`src/rtl/cpu_pkg.sv`:
```
// Shared constants and types for the 18-bit CPU control path.
package cpu_pkg;

    localparam int unsigned INST_W       = 18;
    localparam int unsigned DEFAULT_PC_W = 12;
    localparam int unsigned DEFAULT_RESET_PC = 0;

    typedef enum logic [2:0] {
        IDLE,
        FETCH,
        LOAD,
        EXEC,
        ERR
    } fetch_state_t;

endpackage

```
`src/rtl/fetch_ctrl.sv`:
```
// Instruction-cycle sequencer: fetches over req/ack, strobes the IR, runs execute, owns the PC.
// All outputs are decoded from registered state.
module fetch_ctrl
    import cpu_pkg::*;
#(
    parameter int unsigned PC_W          = DEFAULT_PC_W,
    parameter int unsigned RESET_PC      = DEFAULT_RESET_PC,
    parameter int unsigned FETCH_TIMEOUT = 15
) (
    input  logic              clk,
    input  logic              rst,
    input  logic              run_i,
    output logic              imem_req_o,
    output logic [PC_W-1:0]   imem_addr_o,
    input  logic              imem_ack_i,
    input  logic [INST_W-1:0] imem_data_i,
    output logic              ir_load_o,
    output logic [INST_W-1:0] ir_data_o,
    output logic              exec_start_o,
    input  logic              exec_done_i,
    input  logic              jump_i,
    input  logic [PC_W-1:0]   jump_addr_i,
    output logic [PC_W-1:0]   pc_o,
    output logic [15:0]       retired_o,
    output logic              busy_o,
    output logic              fetch_err_o
);

    // Last count value that may still be followed by an ack before giving up.
    localparam logic [7:0] TO_LAST = 8'(FETCH_TIMEOUT - 1);

    fetch_state_t      state_q, state_d;
    logic [PC_W-1:0]   pc_q, pc_d;
    logic [INST_W-1:0] ir_q, ir_d;
    logic [15:0]       ret_q, ret_d;
    logic [7:0]        cnt_q, cnt_d;
    logic              exec_first_q;

    always_comb begin
        state_d = state_q;
        pc_d    = pc_q;
        ir_d    = ir_q;
        ret_d   = ret_q;
        cnt_d   = cnt_q;
        case (state_q)
            IDLE: begin
                if (run_i) begin
                    state_d = FETCH;
                end
            end
            FETCH: begin
                // An ack in the timeout cycle still completes the fetch.
                if (imem_ack_i) begin
                    ir_d    = imem_data_i;
                    cnt_d   = 8'd0;
                    state_d = LOAD;
                end else if (cnt_q == TO_LAST) begin
                    cnt_d   = 8'd0;
                    state_d = ERR;
                end else begin
                    cnt_d = cnt_q + 8'd1;
                end
            end
            LOAD: begin
                state_d = EXEC;
            end
            EXEC: begin
                if (exec_done_i) begin
                    pc_d    = jump_i ? jump_addr_i : pc_q + PC_W'(1);
                    ret_d   = ret_q + 16'd1;
                    state_d = run_i ? FETCH : IDLE;
                end
            end
            ERR: begin
                state_d = ERR;
            end
            default: begin
                state_d = IDLE;
            end
        endcase
    end

    always_ff @(posedge clk) begin
        if (rst) begin
            state_q      <= IDLE;
            pc_q         <= PC_W'(RESET_PC);
            ir_q         <= '0;
            ret_q        <= '0;
            cnt_q        <= '0;
            exec_first_q <= 1'b0;
        end else begin
            state_q      <= state_d;
            pc_q         <= pc_d;
            ir_q         <= ir_d;
            ret_q        <= ret_d;
            cnt_q        <= cnt_d;
            exec_first_q <= (state_q == LOAD);
        end
    end

    assign imem_req_o   = (state_q == FETCH);
    assign imem_addr_o  = pc_q;
    assign ir_load_o    = (state_q == LOAD);
    assign ir_data_o    = ir_q;
    assign exec_start_o = (state_q == EXEC) && exec_first_q;
    assign pc_o         = pc_q;
    assign retired_o    = ret_q;
    assign busy_o       = (state_q == FETCH) || (state_q == LOAD) || (state_q == EXEC);
    assign fetch_err_o  = (state_q == ERR);

endmodule

```
`config.mk`:
```
export PLATFORM = sky130hd
export DESIGN_NAME = fetch_ctrl
export DESIGN_NICKNAME = d
export VERILOG_FILES = /design/src/rtl/cpu_pkg.sv /design/src/rtl/fetch_ctrl.sv
export SDC_FILE = /design/constraint.sdc
export NUM_CORES = 1
export LEC_CHECK = 0
export CORE_MARGIN = 2
export CORE_UTILIZATION = 25
export DETAILED_ROUTE_END_ITERATION = 16
export PLACE_DENSITY = 0.57
export SLEW_MARGIN = 20
export SYNTH_ARGS = -nofsm -noshare
export SYNTH_HDL_FRONTEND = slang
export SYNTH_SLANG_ARGS = --single-unit
export TNS_END_PERCENT = 100
```
`constraint.sdc`:
```
create_clock -name clk -period 2.27 [get_ports clk]
set_clock_uncertainty 0.05 [all_clocks]
set_input_delay 0.454 -clock clk [delete_from_list [all_inputs] [get_ports clk]]
set_output_delay 0.454 -clock clk [all_outputs]
set_load 0.05 [all_outputs]
```
==> summary.txt <==
Outcome
  • Run status: finished clean

Power and ir drop
  • Psw: approximately 0.00073 W
  • Seq pwr share: 37.5%
  • Worst vdd ir: 0.295 mV
  • Net Sw Frac: 25.8%
  • Clk pwr share: 48.5%
  • P_leak: 1.51 nW
  • Power Total: 0.00285 W
  • PwrDens: 665 mW/mm^2
  • Comb power frac: 14.1%
  • Pint: roughly 0.0021 W

Timing
  • Setup tns final: 0 ns
  • Worst-Margin Slew: 0.606 ns
  • Final setup vio count: 0
  • Setup WS post-layout: 0.0726 ns
  • Pins Over Slew Limit: 0
  • Fin crit period: between 2 and 2.5 ns
  • F_max: 455 MHz
  • Final hold viol count: 0
  • RSZ-0062 raised after global routing: false
  • Max-slew headroom: 59.5%
  • Final period util: 96.8%

Global route
  • Antenna violations before repair: 0
  • GR Overflow Total: 0
  • Vias in the first global route: 2,736
  • Gr usage total: 12.8%
  • Largest net degree at the start of global routing: 32
  • First-pass GRT wire length: 12.9 mm

Logic synthesis
  • Cell accounting for the most synthesized area: dfxtp_1
  • Post-synth top area share: about two fifths
  • Synth warnings: 0
  • Distinct cells, synth: 48
  • Synth Net Count: 403
  • Ys flop type: dfxtp_1
  • Avg Cell Area, Syn: 7.87 sq um
  • Syn Inst Count: 363
  • Largest cells by area after synthesis: dfxtp_1 (41%), nand2_1 (8.8%), a21oi_1 (6.3%)
  • Synthesized flop and latch total: 58
  • Post-synth EDFFs: 0
  • Synthesized area: 0.00286 sq mm
  • Post-synth ARST share: 0%
  • Sequential element share of the synthesized area: 40.6%

Clock tree
  • Root buf cell: clkbuf_16
  • Post-CTS Hold Buffers: 0
  • Cts repair resizes: 0
  • Clk buf depth: 2
  • Post CTS Setup Buffer Count: 0
  • Clk slew on worst S/H paths: 0.05 ns
  • CTS tree: done
  • Clk sink count: 58
  • Num CTS Buffers: 9
  • Htree depth: 3
  • Clock latency on the worst-skew pair: 0.33 ns

Worst setup path
  • Crit Path Max Fanout: 9
  • CP Cell Sequence: clkdlybuf4s50_1
  • Highest-delay cell along the critical path: clkdlybuf4s50_1
  • Worst path arrival time: 1.69 ns
  • Slowest stage delay, CP: 0.87 ns
  • Startpoint Class: flop
  • Worst Setup End Kind: output port
  • CP delay by family, top: buffers and inverters
  • WP data required: 1.77 ns
  • Buffers and inverters on the worst path: 1
  • Critical setup path kind: flop to output port

Drt
  • Routed Antenna Nets: 0
  • TritonRoute pass-1 iters: 4
  • Routed len/inst: between 10 and 15 um
  • Number of remaining DRC errors: 0
  • Drt total wl: 7.89 mm
  • DR vias/cell: a little under 5
  • Vias: 2,919
  • Initial drt markers: 150

Die
  • Die area: 0.0123 sq mm
  • Core Box Area: 0.0113 sq mm
  • Starting Density: 25.4%
  • Die Y: 111 um
  • I/O pin total: 99
  • Row count: 39
  • Die span in x: 111 um

Worst hold path
  • Worst min path class: flop to flop

Job
  • Max-Cap Viols: 0

Layout
  • Most frequent cells in the layout: clkdlybuf4s50_1 (89), nand2_1 (67), dfxtp_1 (58)
  • Area delta synth->final: 49.7%
  • Design Area, Final: 0.00428 sq mm
  • # diodes: 0
  • Final std cells w/o fill: 605
  • Leading cell type in the layout, fill and taps excluded: clkdlybuf4s50_1
  • Reg area: 0.00116 sq mm
  • Multi-input logic area: roughly 0.0015 sq mm
  • Fill cells: 1,175
  • Nets@finish: between 400 and 500
  • Layout cells sized above 1: 9.96%

Placement
  • Pre-CTS WS: 0.124 ns
  • Port Buffers: 98
  • DP Area: approximately 0.0040 sq mm
  • Cells after DPL: 589
  • Hpwl dp: approximately 5.7 mm
  • Gpl congestion: 0.804
-- path summary, 6_finish.rpt --
| kind | from | endpoint | slack, ns | depth (start not counted) |
|---|---|---|---|---|
| max | imem_addr_o[0] | pc_o[0] | 0.07 | 1 |
| min | ir_data_o[15] | ir_data_o[15] | 0.40 | 2 |
| max reg2reg | state_q[1] | ir_data_o[14] | 0.34 | 5 |
| min reg2reg | ir_data_o[15] | ir_data_o[15] | 0.40 | 2 |
-- cell families (layout without fill, tap and decap cells) --
family / Yosys count / after routing / synth area share [%]
XOR/XNOR: 9 / 9 / 2.76
flip-flops: 58 / 58 / 40.6
multiplexers: 5 / 5 / 1.75
AO/OA/AOI/OAI: 81 / 81 / 17.0
buffers and inverters: 42 / 141 / 7.40
adder cells (fa/ha/maj): 4 / 4 / 1.75
AND/OR/NAND/NOR: 164 / 164 / 28.7
-- cells in the mapped netlist (all sizes together) (4+ instances only) --
master  count
xnor2       5
inv        10
nand2      67
nand3      14
nand4      11
dfxtp      58
buf        19
nand3b      4
a21oi      36
nor3       10
clkbuf     13
nor2       22
a31oi       8
or3         8
and2        4
mux2i       5
and3        4
ha          4
xor2        4
a211oi      4
o21ai      18
-- state kept, by name (all words and copies together), names as in the netlist --
name          flops
ir_data_o        18
retired_o        16
imem_addr_o      12
cnt_q             8
state_q           3
exec_first_q      1
-- layer usage --
metal,share of wire [%],vias to the layer above,track usage (%)
met5,0,-,0
li1,-,1464,-
met1,43,1362,15.4
met3,8.1,8,5.85
met4,0.96,0,3.75
met2,48,85,20.7
-- final cells by class --
| cell class | count | share of cell area, % |
|---|---|---|
| Clock buffer | 11 | 5.91 |
| Clock inverter | 5 | 1.23 |
| Inverter | 10 | 0.877 |
| Multi-Input combinational cell | 263 | 34.7 |
| Sequential cell | 58 | 27.1 |
| Tap cell | 143 | 4.18 |
| Timing Repair Buffer | 115 | 26.0 |
-- stage by stage --
| stage | util, % | hold WS, ns |
|---|---|---|
| 2_1_floorplan | - | 0.415 |
| 3_3_place_gp | 35.2 | 0.392 |
| 3_5_place_dp | 35.2 | 0.398 |
| 4_1_cts | 37.9 | 0.398 |
| 5_1_grt | 38.0 | 0.426 |
| 6_report | 38.0 | 0.402 |
-- power groups by stage --
stage	clock network [W]	logic (W)	registers (W)
floorplan	0	0.000169	0.00115
global placement	0	0.000402	0.00109
detailed placement	0	0.000403	0.00109
CTS	0.00142	0.000405	0.00107
global route	0.00147	0.000431	0.00107
finish	0.00138	0.000400	0.00107
Power figures use the tool's default switching activity.
